**src/rtl/tc_pkg.sv**
```systemverilog
// rtl/tc_pkg.sv - shared types, register offsets and CTRL field positions for timer_counter
package tc_pkg;

  typedef enum logic [1:0] {
    IDLE = 2'd0,
    LOAD = 2'd1,
    CNT  = 2'd2,
    INT  = 2'd3
  } tc_state_e;

  // Word offsets decoded from addr[3:2]
  localparam logic [1:0] REG_CTRL   = 2'd0;
  localparam logic [1:0] REG_PRESET = 2'd1;
  localparam logic [1:0] REG_COUNT  = 2'd2;

  // CTRL bit positions
  localparam int CTRL_EN      = 0;
  localparam int CTRL_MODE_LO = 1;
  localparam int CTRL_MODE_HI = 2;
  localparam int CTRL_IM      = 3;
  localparam int CTRL_PS_LO   = 4;
  localparam int CTRL_PS_HI   = 7;

  localparam int PS_W = CTRL_PS_HI - CTRL_PS_LO + 1;

  localparam logic [1:0] MODE_ONESHOT = 2'd0;
  localparam logic [1:0] MODE_RELOAD  = 2'd1;

  // Replace the byte lanes of old_val selected by be with the same lanes of new_val
  function automatic logic [31:0] byte_merge(input logic [31:0] old_val,
                                             input logic [31:0] new_val,
                                             input logic [3:0]  be);
    logic [31:0] r;
    r = old_val;
    for (int i = 0; i < 4; i++) begin
      if (be[i]) r[8*i +: 8] = new_val[8*i +: 8];
    end
    return r;
  endfunction

endpackage

```
**src/rtl/tc_prescaler.sv**
```systemverilog
// rtl/tc_prescaler.sv - divides CNT-state cycles into count-down ticks every limit+1 cycles
module tc_prescaler
  import tc_pkg::*;
(
  input  logic            clk,
  input  logic            reset,
  input  logic            clear,
  input  logic            run,
  input  logic [PS_W-1:0] limit,
  output logic            tick
);

  logic [PS_W-1:0] cnt_q;
  logic [PS_W-1:0] cnt_d;

  assign tick = run && (cnt_q == limit);

  // Next prescale count: cleared outside counting, restarts after each tick
  always_comb begin
    cnt_d = cnt_q;
    if (clear) begin
      cnt_d = '0;
    end else if (run) begin
      cnt_d = tick ? '0 : cnt_q + 1'b1;
    end
  end

  // Prescale count register
  always_ff @(posedge clk) begin
    if (reset) cnt_q <= '0;
    else       cnt_q <= cnt_d;
  end

endmodule

```
**src/rtl/timer_counter.sv**
```systemverilog
// rtl/timer_counter.sv - memory-mapped countdown timer with interrupt; TC_PRESCALE_EN adds CTRL[7:4] prescaler
module timer_counter
  import tc_pkg::*;
#(
  parameter logic [31:0] RESET_PRESET = 32'h0000_0000
) (
  input  logic        clk,
  input  logic        reset,
  input  logic [29:0] addr,
  input  logic [3:0]  byteen,
  input  logic [31:0] wdata,
  output logic [31:0] rdata,
  output logic        irq
);

`ifdef TC_PRESCALE_EN
  localparam logic [7:0] CTRL_MASK = 8'hFF;
`else
  localparam logic [7:0] CTRL_MASK = 8'h0F;
`endif

  tc_state_e   state_q, state_d;
  logic [7:0]  ctrl_q, ctrl_d;
  logic [31:0] preset_q, preset_d;
  logic [31:0] count_q, count_d;
  logic        pend_q, pend_d;
  logic        irq_q, irq_d;

  logic [1:0]  sel;
  logic        we_ctrl;
  logic        we_preset;
  logic [7:0]  ctrl_wr;
  logic        en_eff;
  logic        tick;
  logic [27:0] unused_addr;

  // addr[1:0] of the word address carries byte address bits [3:2]
  assign sel         = addr[1:0];
  assign unused_addr = addr[29:2];
  assign we_ctrl     = (|byteen) && (sel == REG_CTRL);
  assign we_preset   = (|byteen) && (sel == REG_PRESET);
  // Only lane 0 of CTRL holds state; other lanes are reserved
  assign ctrl_wr     = byteen[0] ? (wdata[7:0] & CTRL_MASK) : ctrl_q;
  // A CTRL write that drops EN stops LOAD/CNT immediately
  assign en_eff      = we_ctrl ? ctrl_wr[CTRL_EN] : ctrl_q[CTRL_EN];
  assign irq         = irq_q;

`ifdef TC_PRESCALE_EN
  tc_prescaler u_prescaler (
    .clk   (clk),
    .reset (reset),
    .clear ((state_q == IDLE) || (state_q == LOAD)),
    .run   (state_q == CNT),
    .limit (ctrl_q[CTRL_PS_HI:CTRL_PS_LO]),
    .tick  (tick)
  );
`else
  assign tick = 1'b1;
`endif

  // Combinational register read mux
  always_comb begin
    rdata = 32'h0;
    case (sel)
      REG_CTRL:   rdata = {24'h0, ctrl_q};
      REG_PRESET: rdata = preset_q;
      REG_COUNT:  rdata = count_q;
      default:    rdata = 32'h0;
    endcase
  end

  // Bus writes first, then FSM next-state; a CTRL write beats the FSM's EN clear
  always_comb begin
    ctrl_d   = ctrl_q;
    preset_d = preset_q;
    count_d  = count_q;
    state_d  = state_q;
    pend_d   = pend_q;

    if (we_ctrl) begin
      ctrl_d = ctrl_wr;
      pend_d = 1'b0;
    end
    if (we_preset) begin
      preset_d = byte_merge(preset_q, wdata, byteen);
    end

    case (state_q)
      IDLE: begin
        if (ctrl_q[CTRL_EN]) state_d = LOAD;
      end
      LOAD: begin
        if (!en_eff) begin
          state_d = IDLE;
        end else begin
          count_d = preset_q;
          state_d = CNT;
        end
      end
      CNT: begin
        if (!en_eff) begin
          state_d = IDLE;
        end else if (tick) begin
          if (count_q > 32'd1) begin
            count_d = count_q - 32'd1;
          end else begin
            count_d = 32'd0;
            pend_d  = 1'b1;
            state_d = INT;
          end
        end
      end
      INT: begin
        if (ctrl_q[CTRL_MODE_HI:CTRL_MODE_LO] == MODE_RELOAD) begin
          pend_d  = 1'b0;
          state_d = LOAD;
        end else begin
          if (!we_ctrl) ctrl_d[CTRL_EN] = 1'b0;
          state_d = IDLE;
        end
      end
      default: state_d = IDLE;
    endcase

    irq_d = pend_d & ctrl_d[CTRL_IM];
  end

  // State and register file update
  always_ff @(posedge clk) begin
    if (reset) begin
      state_q  <= IDLE;
      ctrl_q   <= 8'h0;
      preset_q <= RESET_PRESET;
      count_q  <= 32'h0;
      pend_q   <= 1'b0;
      irq_q    <= 1'b0;
    end else begin
      state_q  <= state_d;
      ctrl_q   <= ctrl_d;
      preset_q <= preset_d;
      count_q  <= count_d;
      pend_q   <= pend_d;
      irq_q    <= irq_d;
    end
  end

endmodule

```
**config.mk**
```make
export PLATFORM = sky130hd
export DESIGN_NAME = timer_counter
export DESIGN_NICKNAME = d
export VERILOG_FILES = /design/src/rtl/tc_pkg.sv /design/src/rtl/tc_prescaler.sv /design/src/rtl/timer_counter.sv
export SDC_FILE = /design/constraint.sdc
export NUM_CORES = 1
export LEC_CHECK = 0
export ABC_CLOCK_PERIOD_IN_PS = 4100
export BUFFER_PORTS_ARGS = -buffer_cell sky130_fd_sc_hd__clkbuf_2
export CAP_MARGIN = 20
export CORE_ASPECT_RATIO = 1.1
export CORE_MARGIN = 2
export CORE_UTILIZATION = 55
export DETAILED_ROUTE_END_ITERATION = 10
export PLACE_DENSITY = 0.82
export SYNTH_ARGS = -nofsm -noshare
export SYNTH_HDL_FRONTEND = slang
export SYNTH_HIERARCHICAL = 1
export SYNTH_SLANG_ARGS = --single-unit
export TNS_END_PERCENT = 10
```
**constraint.sdc**
```tcl
create_clock -name clk -period 4.1 [get_ports clk]
set_input_delay 0.615 -clock clk [delete_from_list [all_inputs] [get_ports clk]]
set_output_delay 0.615 -clock clk [all_outputs]
set_load 0.02 [all_outputs]
```
==> run metrics, run 1 <==
core region area=7430 sq um; fin crit share=about three quarters; most frequent cell after synthesis=dfxtp_1; Antenna Nets Post-Route=0; CP required=4.33 ns; status=complete, no violations; DIE AREA=8390 sq um; synth top area cells=dfxtp_1, nand3_1, a21oi_1, a22o_1, nand2_1; RSZ-0062 raised after global routing=false; Startpoint Class=flip-flop; list of most frequent post-synthesis cells=dfxtp_1, nand2_1, nand3_1, a21oi_1, clkbuf_1; Nets=664; Syn Inst Count=546; CTS tree=built; setup TNS=0 ns; switch share=24.9%; number of flops mapped to enable cells by yosys=0; fin util=65.4%; via-per-instance ratio=6.63; Yosys cell types=57; Pint=~1.2 mW; die span in y=95.9 um; final WL=12,500 um; Worst Path Arrival=3.23 ns; First DRT Iteration DRCs=331; Mapped Area=4220 sq um; Crit. End Element=flip-flop; Avg Inst Size Synth=7.73 sq um; Worst Tran Pin Value=1.06 ns; Clk network pwr share=between 40% and 50%; post-CTS setup buffer count=0; post-route setup slack=between 1 and 1.5 ns; area delta synth->final=15.1%; CTS clk-pin slew, worst paths=0.08 ns; PortBufs=72; hold_buf cts=0; I/O pins=101; TritonCTS Buffers=9; static leakage=between 1.5 and 2 nW; FF+latch count, synth=between 70 and 80; # DRC=0; clk_lat worst skew=0.36 ns; Routability Congestion=0.925; kind of critical path=reg -> reg; pin count of the biggest net entering global routing=47; sequential share of the synthesized area=approximately a third; initial antenna violation count=0; Peak VDD IR=0.210 mV; P_sw=0.385 mW; fmax=around 0.33 GHz; Synth Flop Type=dfxtp_1; fin crit period=3.00 ns; global route total overflow=0; first-pass GRT wire length=~20,000 um; final clock skew=0.00814 ns; Worst Hold Class=reg -> reg; DP HPWL=8530 um; Max FO, Critical Path=13; Slew Limit Fails=0; Place WS=1.06 ns; final setup vio count=0; hold_ws=roughly 0.48 ns; slew margin rel.=approximately 29%; Die Span X=87.5 um; Fin. Hold Viols=0; yosys warns=6; clk sinks=72; Yosys top cell area share=around a third; Initial Util=56.8%; drt pass-1 iters=5; cell taking the most area after synthesis=dfxtp_1; syn_nets=616; Max Root-Sink Buffers=2; Global Route Usage Sum=30.2%; DR vias=4,547; Wirelength per Cell=roughly 18 um; sequential share of power=46.7%; ys async rst share=0%; CTS root buf=clkbuf_8; Row Count=33; pwr/cell area=319 nW/um^2; max_cap viols=0; H-tree levels=3; post-cts sizing count=0; combinational group share of total power=7.9%; n_diodes=0; vias in the first global route=about 4,100; share of cells above drive strength 1=19.5%
-- path summary, 6_finish.rpt --
check / startpoint / endpoint / slack, ns / depth (start not counted)
worst max-delay path: count_q[8]$_SDFFE_PP0P_ / count_q[15]$_SDFFE_PP0P_ / 1.10 / 5
worst min-delay path: preset_q[10]$_SDFFE_PP0P_ / preset_q[10]$_SDFFE_PP0P_ / 0.48 / 2
worst max register to register: count_q[8]$_SDFFE_PP0P_ / count_q[15]$_SDFFE_PP0P_ / 1.10 / 5
worst min register to register: preset_q[10]$_SDFFE_PP0P_ / preset_q[10]$_SDFFE_PP0P_ / 0.48 / 2
-- registers in the layout (all words and copies together) (netlist names) --
signal and count:
count_q 32, irq 1, state_q 2, ctrl_q 4
pend_q 1, preset_q 32
-- metrics by stage --
stage	instance area, sq um	power, mW	cells
floorplan	4220	0.813	546
global placement	4600	0.855	669
detailed placement	4600	0.859	669
CTS	4850	1.55	685
global route	4860	1.59	686
finish	4860	1.55	686
-- cell families (layout without fill, tap and decap cells) --
kind of cell,count (synthesis),in the layout,synth area share (%)
compound gates,168,168,27.7
xor+xnor,2,2,0.415
fa+ha+maj,2,2,0.593
buf+inv,63,116,6.43
flops,72,72,34.1
mux,14,14,3.35
simple gates,225,225,27.3
-- layer usage --
| layer | share of wire [%] | vias to the layer above | GRT usage, % |
|---|---|---|---|
| met1 | 43 | 2154 | 39.7 |
| met5 | 0 | - | 0 |
| li1 | - | 2167 | - |
| met2 | 48 | 199 | 48.4 |
| met3 | 6.4 | 27 | 4.97 |
| met4 | 2.9 | 0 | 14.0 |
-- worst max-delay path, stage by stage (launching register included) --
cell and delay [ns]:
dfxtp_1 0.37, nor4_1 0.87, nand4b_1 0.73, or4_1 0.62, a31oi_1 0.19, o32ai_1 0.09
-- final cells by class --
type                            count  area [sq um]
Fill cell                         684          2570
Multi-Input combinational cell    411          2520
Sequential cell                    72          1440
Timing Repair Buffer               87           489
Clock buffer                       10           128
Clock inverter                      6           116
Tap cell                           87           109
Inverter                           13          48.8
-- power groups by stage --
stage                     logic [mW]  clock network, mW  registers (mW)
after floorplan               0.0784                  0           0.734
after global placement         0.117                  0           0.738
after detailed placement       0.120                  0           0.739
after CTS                      0.121              0.705           0.722
after global routing           0.134              0.733           0.724
final                          0.122              0.703           0.722
-- placed cells by master (no fill, tap or decap), types with 4 or more instances in the layout --
cell type,synthesis,layout
o211ai_1,6,6
inv_1,12,12
mux2i_1,13,13
o32ai_1,9,9
o311a_1,4,4
a22o_1,28,28
or4_1,5,5
o21ai_0,17,17
clkbuf_8,0,9
nor3_1,21,21
dfxtp_1,72,72
nor4_1,19,19
nand3_1,50,50
buf_4,0,13
a211oi_1,4,4
a22oi_1,16,16
or3_1,5,5
a21oi_1,49,49
nand2_1,61,61
a31oi_1,14,14
nand2b_1,5,5
clkbuf_2,0,72
nor2_1,26,26
nand4_1,8,8
Note: power is estimated with default switching activity, not from simulation.
==> run 2, diff against run 1 <==
--- a/config.mk
+++ b/config.mk
@@ -5,14 +5,15 @@
 export SDC_FILE = /design/constraint.sdc
 export NUM_CORES = 1
 export LEC_CHECK = 0
-export ABC_CLOCK_PERIOD_IN_PS = 4100
+export ABC_AREA = 1
+export ABC_CLOCK_PERIOD_IN_PS = 2550
 export BUFFER_PORTS_ARGS = -buffer_cell sky130_fd_sc_hd__clkbuf_2
 export CAP_MARGIN = 20
 export CORE_ASPECT_RATIO = 1.1
 export CORE_MARGIN = 2
-export CORE_UTILIZATION = 55
+export CORE_UTILIZATION = 49
 export DETAILED_ROUTE_END_ITERATION = 10
-export PLACE_DENSITY = 0.82
+export PLACE_DENSITY = 0.77
 export SYNTH_ARGS = -nofsm -noshare
 export SYNTH_HDL_FRONTEND = slang
 export SYNTH_HIERARCHICAL = 1
==> constraint.sdc (replaced) <==
create_clock -name clk -period 2.55 [get_ports clk]
set_input_delay 0.3825 -clock clk [delete_from_list [all_inputs] [get_ports clk]]
set_output_delay 0.3825 -clock clk [all_outputs]
set_load 0.02 [all_outputs]
==> run metrics, run 2 <==
status=complete, no violations; Peak VDD IR=0.264 mV; RSZ-0062 raised after global routing=false; CTS tree=built; Worst Path Arrival=2.27 ns; Top Registers=count_q x32, preset_q x32, ctrl_q x4; DR vias=4,557; fill cell count=around 830; Buffers & Inverters on Critical Path=1; CP startpoint=count_q[0]$_SDFFE_PP0P_; Yosys cell types=29; post-CTS setup buffer count=0; sequential share of the synthesized area=34.1%; Startpoint Class=flip-flop; CTS clk-pin slew, worst paths=0.08 ns; yosys warns=6; clk sinks=roughly 70; Initial Util=50.5%; setup TNS=0 ns; hold_buf cts=0; most frequent cell after synthesis=nand2_1; Wirelength per Cell=13.5 um; vias in the first global route=4,263; post-cts sizing count=0; share of cells above drive strength 1=17.0%; ys async rst share=0%; Slew Limit Fails=0; final WL=11,600 um; area occupied by multi-input gates=2290 sq um; Syn Inst Count=~680; hold path depth=3; Yosys top cell area share=34.1%; Worst Tran Pin Value=0.657 ns; hold path start=wdata[2]; die span in y=101 um; delay-heaviest family, CP=simple AND/OR/NAND/NOR gates; number of flops mapped to enable cells by yosys=0; Synth Flop Type=dfxtp_1; fin crit share=77.4%; final setup vio count=0; R2R setup slack=0.58 ns; FF+latch count, synth=72; Worst R2R Path Depth=10; worst r2r src=count_q[0]$_SDFFE_PP0P_; Crit-path slowest cell=dfxtp_1; Crit. End Element=flip-flop; CP peak stage delay=roughly 0.33 ns; Global Route Usage Sum=26.1%; Nets=811; # DRC=0; drt pass-1 iters=5; Antenna Nets Post-Route=0; Die Span X=92.5 um; initial antenna violation count=0; Fin. Hold Viols=0; area delta synth->final=15.4%; Max Root-Sink Buffers=2; hold_ws=0.253 ns; fin crit period=1.97 ns; register area=between 1000 and 1500 sq um; Max FO, Critical Path=10; H-tree levels=3; max_cap viols=0; most frequent cells in the layout=nand2_1, inv_1, a21oi_1; FF-to-FF End=count_q[26]$_SDFFE_PP0P_; fmax=0.507 GHz; I/O pins=101; Avg Inst Size Synth=roughly 6.3 sq um; clk_lat worst skew=0.36 ns; Hold Path Sink=ctrl_q[2]$_SDFFE_PP0P_; pin count of the biggest net entering global routing=37; via-per-instance ratio=about 5.3; Critical Path, Cell by Cell=inv_1, ha_1, nand2_2, nor2_4, nand2_1, nor2_1, nand2_1, nand2_1, nand3_2, a21oi_1; Mapped Area=4230 sq um; list of most frequent post-synthesis cells=nand2_1, inv_1, a21oi_1, dfxtp_1, nor2_1; static leakage=around 2.3 nW; Routability Congestion=0.898; First DRT Iteration DRCs=247; kind of critical path=reg -> reg; pwr/cell area=485 nW/um^2; synth top area cells=dfxtp_1, nand2_1, a21oi_1, inv_1, o21ai_0; Row Count=35; most common cell after layout, fill and taps aside=nand2_1; TritonCTS Buffers=9; placed insts=about 840; PortBufs=72; DIE AREA=9380 sq um; CP required=approximately 2.9 ns; syn_nets=746; final std cells w/o fill=857; first-pass GRT wire length=19,600 um; n_diodes=0; final clock skew=just under 0.01 ns; cell taking the most area after synthesis=dfxtp_1; core region area=roughly 8400 sq um; cell mode on critical path=nand2_1; DP HPWL=8480 um; slew margin rel.=56.1%; CTS root buf=clkbuf_8; global route total overflow=0; Worst Hold Class=in -> reg
run 2: cell type report:
type,count,area share [%]
Multi-Input combinational cell,479,46.9
Sequential cell,72,29.6
Timing Repair Buffer,83,9.34
Inverter,96,7.39
Clock buffer,12,3.39
Tap cell,111,2.85
Clock inverter,4,0.565
run 2: report_power, final:
part           switching [mW]  internal, mW
registers              0.0217          1.16
clock network           0.456         0.431
logic                   0.194         0.104
total                   0.673          1.69
run 2: logic make-up (layout without fill, tap and decap cells):
| family | Yosys count | count (layout) | synth area share [%] |
|---|---|---|---|
| buffers and inverters | 125 | 195 | 11.8 |
| AOI/OAI and AO/OA | 169 | 169 | 21.5 |
| and+or+nand+nor | 306 | 306 | 31.6 |
| adders and majority gates | 2 | 2 | 0.592 |
| xor gates and xnor gates | 2 | 2 | 0.415 |
| DFF | 72 | 72 | 34.1 |
run 2: per-layer routing:
| metal | vias to the layer above | track usage (%) | share of wire [%] |
|---|---|---|---|
| met3 | 24 | 3.87 | 5.0 |
| met1 | 2053 | 32.5 | 44 |
| li1 | 2328 | - | - |
| met4 | 0 | 11.0 | 2.4 |
| met5 | - | 0 | 0 |
| met2 | 152 | 45.3 | 49 |
run 2: worst max-delay path by stage:
stage                                     endpoint  slack [ns]  cells after the start
final                     count_q[26]$_SDFFE_PP0P_        0.58                     10
after global routing      count_q[26]$_SDFFE_PP0P_        0.41                     10
after CTS                 count_q[26]$_SDFFE_PP0P_        0.59                     10
after detailed placement  count_q[26]$_SDFFE_PP0P_        0.61                     10
after global placement    count_q[28]$_SDFFE_PP0P_        0.66                     10
after floorplan                           rdata[0]        0.83                      5
run 2: worst min-delay path: cells and delay by family:
kind	cells	cell delay (ns)
AO/OA/AOI/OAI	1	0.05
AND/OR/NAND/NOR	1	0.06
buffers and inverters	1	0.09
run 2: stage by stage:
stage | worst slack, ns | instance area (sq um) | power (mW) | utilization (%)
after floorplan | 0.831 | 4230 | 1.40 | -
after detailed placement | 0.615 | 4680 | 1.50 | 56.0
after global routing | 0.415 | 4870 | 2.46 | 58.3
after CTS | 0.586 | 4870 | 2.37 | 58.3
after global placement | 0.656 | 4680 | 1.49 | 56.0
final | 0.577 | 4870 | 2.36 | 58.3
==> run 3, diff against run 2 <==
--- a/config.mk
+++ b/config.mk
@@ -6,14 +6,14 @@
 export NUM_CORES = 1
 export LEC_CHECK = 0
 export ABC_AREA = 1
-export ABC_CLOCK_PERIOD_IN_PS = 2550
+export ABC_CLOCK_PERIOD_IN_PS = 1900
 export BUFFER_PORTS_ARGS = -buffer_cell sky130_fd_sc_hd__clkbuf_2
 export CAP_MARGIN = 20
 export CORE_ASPECT_RATIO = 1.1
 export CORE_MARGIN = 2
-export CORE_UTILIZATION = 49
+export CORE_UTILIZATION = 54
 export DETAILED_ROUTE_END_ITERATION = 10
-export PLACE_DENSITY = 0.77
+export PLACE_DENSITY = 0.8
 export SYNTH_ARGS = -nofsm -noshare
 export SYNTH_HDL_FRONTEND = slang
 export SYNTH_HIERARCHICAL = 1
==> constraint.sdc (replaced) <==
create_clock -name clk -period 1.9 [get_ports clk]
set_input_delay 0.285 -clock clk [delete_from_list [all_inputs] [get_ports clk]]
set_output_delay 0.285 -clock clk [all_outputs]
set_load 0.02 [all_outputs]
==> run metrics, run 3 (synthesized netlist as in run 2, its figures left out) <==
TritonCTS Buffers=9; area occupied by multi-input gates=2310 sq um; fin crit share=a little over nine tenths; most frequent cells in the layout=nand2_1, inv_1, a21oi_1; share of cells above drive strength 1=18.8%; clk_lat worst skew=roughly 0.35 ns; CTS clk-pin slew, worst paths=0.08 ns; drt pass-1 iters=7; max_cap viols=0; status=complete, no violations; DP HPWL=8590 um; fin crit period=~1.8 ns; global route total overflow=0; fill cell count=737; hold_ws=~0.16 ns; pin count of the biggest net entering global routing=33; Max Root-Sink Buffers=2; slew margin rel.=63.3%; Place WS=0.0839 ns; Antenna Nets Post-Route=0; # DRC=0; Routability Congestion=0.943; area post-placement=4770 sq um; setup TNS=0 ns; clk sinks=around 70; PortBufs=72; Die Span X=88.3 um; Worst Hold Class=in -> reg; Initial Util=56.2%; first-pass GRT wire length=19,400 um; static leakage=2.35 nW; n_diodes=0; most common cell after layout, fill and taps aside=nand2_1; initial antenna violation count=0; Slew Limit Fails=0; CTS tree=built; Peak VDD IR=0.480 mV; Max FO, Critical Path=26; pwr/cell area=685 nW/um^2; DR vias=4,628; Crit. End Element=flip-flop; final instance area=5030 sq um; final clock skew=approximately 0.0094 ns; post-route setup slack=0.104 ns; core region area=between 7000 and 8000 sq um; DIE AREA=8550 sq um; final WL=11,600 um; CTS root buf=clkbuf_8; Global Route Usage Sum=between 20 and 30%; kind of critical path=reg -> reg; register area=about 1400 sq um; Nets=around 820; Top Registers=count_q x32, preset_q x32, ctrl_q x4; Row Count=33; Startpoint Class=flip-flop; final setup vio count=0; First DRT Iteration DRCs=273; area delta synth->final=19.0%; fmax=0.557 GHz; Worst Tran Pin Value=0.549 ns; RSZ-0062 raised after global routing=false; vias in the first global route=4,339; I/O pins=101; Fin. Hold Viols=0; die span in y=between 90 and 100 um; via-per-instance ratio=~5.4; Wirelength per Cell=13.5 um; Worst Path Arrival=around 2 ns; H-tree levels=3; CP required=2.16 ns
==> run 3: changes by cell type in the layout (fill, tap and decap cells not counted), sizes merged <==
cell      previous run  this run
clkinv               1         2
clkbuf              84        82
clkinvlp             3         1
bufinv               0         3
buf                 11        22
==> run 3: path summary, 6_finish.rpt <==
| kind | slack [ns] | depth (start not counted) | end | start |
|---|---|---|---|---|
| worst max-delay path | 0.10 | 11 | count_q[21]$_SDFFE_PP0P_ | count_q[12]$_SDFFE_PP0P_ |
| worst min-delay path | 0.16 | 2 | ctrl_q[2]$_SDFFE_PP0P_ | reset |
| worst max register to register | 0.10 | 11 | count_q[21]$_SDFFE_PP0P_ | count_q[12]$_SDFFE_PP0P_ |
| worst min register to register | 0.47 | 2 | preset_q[7]$_SDFFE_PP0P_ | preset_q[7]$_SDFFE_PP0P_ |
==> run 3: worst max-delay path, stage by stage, from the launching register on <==
cell and delay [ns]:
dfxtp_1 0.35, nor2_1 0.22, nand2_1 0.15, nor2_4 0.17, nand3_2 0.13, nor2_4 0.14, nor2_2 0.08, buf_12 0.17
nand2_1 0.07, nand3_1 0.09, nand2_1 0.07, inv_1 0.03
==> run 3: report_power, final <==
| group | total, mW | internal [mW] | leakage, nW | switching (mW) |
|---|---|---|---|---|
| Sequential | 1.58 | 1.55 | 0.584 | 0.0269 |
| Clock | 1.45 | 0.868 | 0.116 | 0.583 |
| Combinational | 0.417 | 0.148 | 1.65 | 0.268 |
| Total | 3.45 | 2.57 | 2.35 | 0.878 |
==> run 3: timing repair <==
action                     CTS  global route
setup endpoints to repair    0            28
gates resized for setup      0             7
hold buffers                 0             0
setup buffers                0             0
==> run 3: per-stage QoR <==
step	cells	total power [mW]	util (%)
after floorplan	676	1.88	-
after global placement	846	2.01	63.5
after detailed placement	846	2.02	63.5
after CTS	862	3.46	66.6
after global routing	862	3.59	66.9
final	862	3.45	66.9
==> run 3: area by class of cell <==
class	count	share of cell area, %
clock buffer	10	2.54
inverter	96	7.16
clock inverter	6	2.14
tap	105	2.61
timing repair buffer	94	10.9
sequential	72	28.7
multi-input combinational	479	45.9
==> run 3: per-layer routing <==
layer / GRT usage (%) / share of wire [%]
met1: 35.9 / 42
met2: 46.8 / 49
met3: 4.01 / 5.2
met4: 12.2 / 3.1
met5: 0 / 0
